==> src/rtl/data_sync_pkg.sv <==
// Shared definitions for the CDC word launcher: FSM encoding and a
// constant clog2 used to size the REQ timeout counter.
package data_sync_pkg;

    typedef enum logic [1:0] {
        IDLE    = 2'd0,
        SETUP   = 2'd1,
        REQ     = 2'd2,
        RELEASE = 2'd3
    } tx_state_t;

    function automatic int clog2(input int value);
        int r;
        r = 0;
        while ((1 << r) < value) r = r + 1;
        return r;
    endfunction

endpackage

==> src/rtl/ack_sync.sv <==
// Multi-flop synchronizer bringing the destination-domain level ack into CLK.
module ack_sync #(
    parameter int NUM_STAGES = 2
) (
    input  logic CLK,
    input  logic RST,
    input  logic ack_async,
    output logic ack_s
);

    logic [NUM_STAGES-1:0] chain;

    always_ff @(posedge CLK) begin
        if (!RST) chain <= '0;
        else      chain <= {chain[NUM_STAGES-2:0], ack_async};
    end

    assign ack_s = chain[NUM_STAGES-1];

endmodule

==> src/rtl/data_sync_tx.sv <==
// Source-side launcher: holds a word on unsync_bus and runs a four-phase
// level handshake (bus_enable / ack) with an optional REQ timeout.
module data_sync_tx
    import data_sync_pkg::*;
#(
    parameter int BUS_WIDTH      = 8,
    parameter int NUM_STAGES     = 2,
    parameter int TIMEOUT_CYCLES = 0
) (
    input  logic                 CLK,
    input  logic                 RST,
    input  logic [BUS_WIDTH-1:0] src_data,
    input  logic                 src_valid,
    output logic                 src_ready,
    output logic [BUS_WIDTH-1:0] unsync_bus,
    output logic                 bus_enable,
    input  logic                 ack_async,
    output logic                 tx_done,
    output logic                 tx_timeout
);

    localparam int CW = (clog2(TIMEOUT_CYCLES + 1) > 0) ? clog2(TIMEOUT_CYCLES + 1) : 1;
    localparam logic [CW-1:0] CNT_MAX = (TIMEOUT_CYCLES > 0) ? CW'(TIMEOUT_CYCLES - 1) : '0;

    tx_state_t     state;
    logic [CW-1:0] cnt;
    logic          timed_out;
    logic          ack_s;

    ack_sync #(.NUM_STAGES(NUM_STAGES)) u_ack_sync (
        .CLK       (CLK),
        .RST       (RST),
        .ack_async (ack_async),
        .ack_s     (ack_s)
    );

    // A lingering ack from an aborted or timed-out transfer blocks new words.
    assign src_ready = (state == IDLE) && !ack_s;

    always_ff @(posedge CLK) begin
        if (!RST) begin
            state      <= IDLE;
            unsync_bus <= '0;
            bus_enable <= 1'b0;
            tx_done    <= 1'b0;
            tx_timeout <= 1'b0;
            cnt        <= '0;
            timed_out  <= 1'b0;
        end else begin
            tx_done    <= 1'b0;
            tx_timeout <= 1'b0;
            case (state)
                IDLE: begin
                    if (src_valid && !ack_s) begin
                        unsync_bus <= src_data;
                        state      <= SETUP;
                    end
                end
                SETUP: begin
                    bus_enable <= 1'b1;
                    cnt        <= '0;
                    timed_out  <= 1'b0;
                    state      <= REQ;
                end
                REQ: begin
                    // Ack takes priority over a timeout firing on the same edge.
                    if (ack_s) begin
                        bus_enable <= 1'b0;
                        state      <= RELEASE;
                    end else if (TIMEOUT_CYCLES > 0 && cnt == CNT_MAX) begin
                        bus_enable <= 1'b0;
                        tx_timeout <= 1'b1;
                        timed_out  <= 1'b1;
                        state      <= RELEASE;
                    end else if (cnt != '1) begin
                        cnt <= cnt + CW'(1);
                    end
                end
                RELEASE: begin
                    if (!ack_s) begin
                        tx_done <= !timed_out;
                        state   <= IDLE;
                    end
                end
                default: state <= IDLE;
            endcase
        end
    end

endmodule

==> config.mk <==
export PLATFORM = sky130hd
export DESIGN_NAME = data_sync_tx
export DESIGN_NICKNAME = d
export VERILOG_FILES = /design/src/rtl/data_sync_pkg.sv /design/src/rtl/ack_sync.sv /design/src/rtl/data_sync_tx.sv
export SDC_FILE = /design/constraint.sdc
export NUM_CORES = 1
export LEC_CHECK = 0
export ABC_AREA = 0
export CORE_MARGIN = 2
export CORE_UTILIZATION = 37
export DETAILED_ROUTE_END_ITERATION = 10
export PLACE_DENSITY = 0.83
export SLEW_MARGIN = 0
export SYNTH_ARGS = -nofsm -noshare
export SYNTH_HDL_FRONTEND = slang
export SYNTH_SLANG_ARGS = --single-unit
==> constraint.sdc <==
create_clock -name CLK -period 1.3 [get_ports CLK]
set_input_delay 0.13 -clock CLK [delete_from_list [all_inputs] [get_ports CLK]]
set_output_delay 0.13 -clock CLK [all_outputs]
set_load 0.01 [all_outputs]
# After elaboration in Yosys (flattened, before gate mapping)
# Cells that the tools add are included.
# Widths: inputs -> output; s select.
# op_classes
n_eq_ne,6
muxes,6
bitwise_logic,2
reduce_logical,9
# op_table
operator,n
$pmux 2 s4,1
$mux 2,3
$eq 2x2->1 const B,2
$ne 2x1->1 const B,2
$reduce_and 2->1,2
$reduce_and 3->1,1
$reduce_or 3->1,1
$eq 2x1->1 const B,1
$logic_and 1x1->1,2
$logic_not 2->1,1
$ne 2x2->1 const B,1
$not 1->1,2
$pmux 1 s2,1
$reduce_bool 2->1,1
$logic_not 1->1,1
$mux 1,1
# totals
ff_bits,14
inputBits,12
out_inout_bits,12
word_cells,28

# Longest topological paths before layout
# logic_depth
ltp_word,4
depth_mapped,6
depth_no_buf,5

# Cells and area by module
# Synthesis repeated with hierarchy kept, for this count alone.
# unflattened
hier_cells,58
hier_area_um2,616.8
# modules_own_cells
module,n_inst,cells_each,area_each_um2
data_sync_tx,1,54,564.3
ack_sync,1,4,52.6

# Least setup slack after synthesis
# OpenSTA, ideal clock, no wires.
# synth_timing
kind,register -> register
start,reg state[0]
end,reg state[1]
setup_time_ps,120
arrival_time_ps,1147
required_time_ps,1180
path_slack_ps,32
path_stages_with_launch,6
path_buffers,0
period_less_slack_ps,1268
cell_sequence,dfxtp_1 > inv_1 > ha_1 > mux2_4 > a2bb2oi_2 > mux2i_1
# synth_via
elab_chain_len,3
word_cells_on_any_way,9
# synth_lines
item,line,rtl
from (decl),data_sync_tx.sv:25,tx_state_t state;
from (signal assigned),data_sync_tx.sv:42,state <= IDLE;
from (signal assigned),data_sync_tx.sv:56,state <= SETUP;
from (signal assigned),data_sync_tx.sv:63,state <= REQ;
$eq 2x2->1 / $logic_not 2->1 (equally long branches),data_sync_tx.sv:52,case (state)
$ne 2x2->1 (no source line) / $ne 2x1->1 (equally long branches),--,
$reduce_and 3->1 (no source line),--,
# Several ways; a longest one is shown, not always the timed one.
# A chain may end at the register's enable or synchronous reset.

# Final worst setup path
# layout_timing
start,reg state[1]
end,reg state[1]
# The elaborated chain is that of the path after synthesis.

==> flow_summary_export.csv <==
group,metric,value,unit
outcome,outcome,"finished with violations",
outcome,violations,"negative setup slack",
final_layout,final_util,68.2,%
grt,grt_max_degree,12,
floorplan,initial_core_util,40.5,%
setup_path,crit_required,1.47,ns
logic_synthesis,synth_most_common_cell,"dfxtp_1",
floorplan,core_area,0.00154,mm^2
grt,grt_pass1_wl,1.99,mm
logic_synthesis,yosysWarnings,0,
final_layout,layout-drive-gt1-share,32.6,%
grt,grt_pass1_vias,501,
clocking,cts.hold.buffers_added,0,
logic_synthesis,synth-seq-cells,14,
logic_synthesis,synth.top_cell.area_share,44.9,%
setup_path,critPathKind,"reg -> reg",
detailed_routing,drt_iter0_markers,2,
grt,grt_overflow,0,
final_layout,areaGrowthSynthToFinish,68.3,%
setup_path,cp-end-kind,"flip-flop",
logic_synthesis,ys_seq_area_share,44.9,%
sta,rsz0062_at_grt,"true",
pwr,power,0.00198,W
clocking,h-tree-depth,1,
sta,finalSetupTns,-0.00867,ns
min_path,min_from,"ack_async",
detailed_routing,drc,0,
clocking,cts_tree,"built",
setup_path,max_stage_delay,0.33,ns
final_layout,n_antenna_cell,0,
pwr,p_leak,0.580,nW
clocking,clockBufferDepth,2,
placement,routabilityCongestion,0.797,
logic_synthesis,synth_edf_count,0,
job,maxCapViolations,0,
sta,fin_ws,-0.00867,ns
grt,track_usage,14.1,%
clocking,worstSkewPairLatency,0.28,ns
logic_synthesis,synthArstFlopShare,0,%
min_path,hp-class,"in -> reg",
logic_synthesis,synth_cell_types,19,
detailed_routing,wl,1.33,mm
min_path,hold_depth,2,
detailed_routing,vias,508,
clocking,clkTransAtPathRegs,0.09,ns
logic_synthesis,synth_area_leader_cell,"dfxtp_1",
grt,grt_antenna_before_repair,0,
detailed_routing,vias_per_cell,4.70,
pwr,p_sw,0.000630,W
pwr,p_int,0.00135,W
sta,final-hold-violation-count,0,
logic_synthesis,syn-num-nets,74,
floorplan,dieArea,0.00203,mm^2
sta,finalCriticalPeriod,1.31,ns
floorplan,chipWidth,45.1,um
logic_synthesis,ys_top_cells_by_area,"dfxtp_1, mux2i_1, nor2b_1, ha_1, a2bb2oi_2",
logic_synthesis,synth.avg_cell_area,10.8,um^2
logic_synthesis,syn_area,624,um^2
sta,fmax,0.764,GHz
logic_synthesis,synthTopCellsByCount,"dfxtp_1, nor2b_1, mux2i_1",
min_path,min_to,"u_ack_sync.chain[0]",
placement,dp_hpwl,916,um
clocking,clock_sinks,14,
sta,final-setup-viol-count,1,
pwr,power_density,1880,mW/mm^2
placement,numPortBuffers,22,
pwr,ir_drop,0.00102,V
pwr,power_frac_seq,29.0,%
detailed_routing,ant_nets,0,
sta,period_share,101,%
sta,skew,0.00415,ns
pwr,netSwitchingFraction,31.8,%
final_layout,fin_nets,109,
setup_path,start_kind,"flip-flop",
floorplan,die_h,45.1,um
setup_path,critPathSlowestCell,"dfxtp_2",
setup_path,worstRegToRegCells,5,
setup_path,rrSetupSlack,-0.009,ns
logic_synthesis,postSynthCellCount,58,
logic_synthesis,synth_flop_cell,"dfxtp_1",
sta,drv_slew,0,
pwr,pwr-share-clk,15.8,%
setup_path,arrival,1.48,ns
setup_path,crit_fanout,3,
detailed_routing,first_pass_iters,5,
setup_path,path_cells,"buf_4 > ha_4 > mux2_4 > a2bb2oi_4 > mux2i_1",
clocking,clock_tree.root_cell,"clkbuf_4",
sta,hold_ws,0.423,ns
setup_path,reg2reg_to,"state[1]",
pwr,comb_power_share,55.2,%
detailed_routing,avgRoutedWirePerCell,12.3,um
floorplan,io_pins,24,
clocking,cts_buffers,3,
floorplan,rows,14,
setup_path,reg2reg_from,"state[1]",
## how the worst max path moves through the flow
stage	startpoint	to	slack, ns	cells after the start
6_report	state[1]	state[1]	-0.009	5
3_3_place_gp	state[0]	src_ready	-0.05	4
5_1_grt	state[0]	unsync_bus[1]	-0.07	7
4_1_cts	state[1]	unsync_bus[4]	-0.003	7
3_5_place_dp	state[0]	unsync_bus[3]	-0.11	7
2_1_floorplan	state[0]	state[1]	0.03	5
## layer usage
layer	part of all wire, %	up-vias	global-route usage, %	wire length [um]
li1	-	256	-	-
met1	42	233	14.9	557
met2	51	17	24.3	674
met3	5.8	2	2.80	77
met4	1.4	0	10.6	19
met5	0	-	0	0
## per-stage QoR
| step | std cells | cell area, um^2 | worst slack (ns) |
|---|---|---|---|
| 5_1_grt | 108 | 1050 | -0.0726 |
| 3_5_place_dp | 101 | 902 | -0.111 |
| 3_3_place_gp | 101 | 902 | -0.0457 |
| 4_1_cts | 105 | 956 | -0.00267 |
| 2_1_floorplan | 58 | 624 | 0.0322 |
| 6_report | 108 | 1050 | -0.00867 |
## power by group through the flow
stage	logic (W)	clock network, W	registers, W
2_1_floorplan	0.000436	0	0.000606
3_5_place_dp	0.000835	0	0.000573
4_1_cts	0.000859	0.000322	0.000571
3_3_place_gp	0.000807	0	0.000568
6_report	0.00109	0.000312	0.000573
5_1_grt	0.00118	0.000342	0.000585
## cell families after synthesis
group	count (synthesis)	share of synthesized area [%]
AND/OR/NAND/NOR	20	19.2
flip-flops	14	44.9
multiplexers	10	16.8
buffers and inverters	5	4.81
AO/OA/AOI/OAI	4	5.61
adder cells (fa/ha/maj)	4	8.02
other	1	0.601
## state kept, by name, summed over array words and instances, names as in the netlist
register,count
state,2
unsync_bus,8
tx_done,1
u_ack_sync.chain,2
bus_enable,1
## layout by cell type, fill, tap and decap left out, types with 3 or more instances in the layout
cell             netlist  routed
buf_6                  1       3
ha_4                   0       3
dlymetal6s2s_1         0       8
dfxtp_1               14      12
clkdlybuf4s50_1        0      12
nand2_1                4       3
clkbuf_4               0       3
mux2i_1                9       9
buf_4                  1       9
nor2b_1               10      10
## area by class of cell
type	instances	area (um^2)
repair buffers	33	330
fillers	119	490
flip-flops and latches	14	283
multi-input cells	39	372
clock buffers	4	36.3
inverters	2	10.0
well taps	16	20.0
## critical path, delay by kind of cell (launching register included)
| family | cells | cell delay [ns] |
|---|---|---|
| muxes | 2 | 0.40 |
| DFF | 1 | 0.33 |
| adders and majority gates | 1 | 0.17 |
| AOI/OAI and AO/OA | 1 | 0.16 |
| buffers and inverters | 1 | 0.15 |
## what timing repair did
action,in CTS,in global routing
pin swaps,0,1
endpoints found under the setup margin,11,19
setup buffers,0,3
gates resized for setup,13,17
Note: power is estimated with default switching activity, not from simulation.
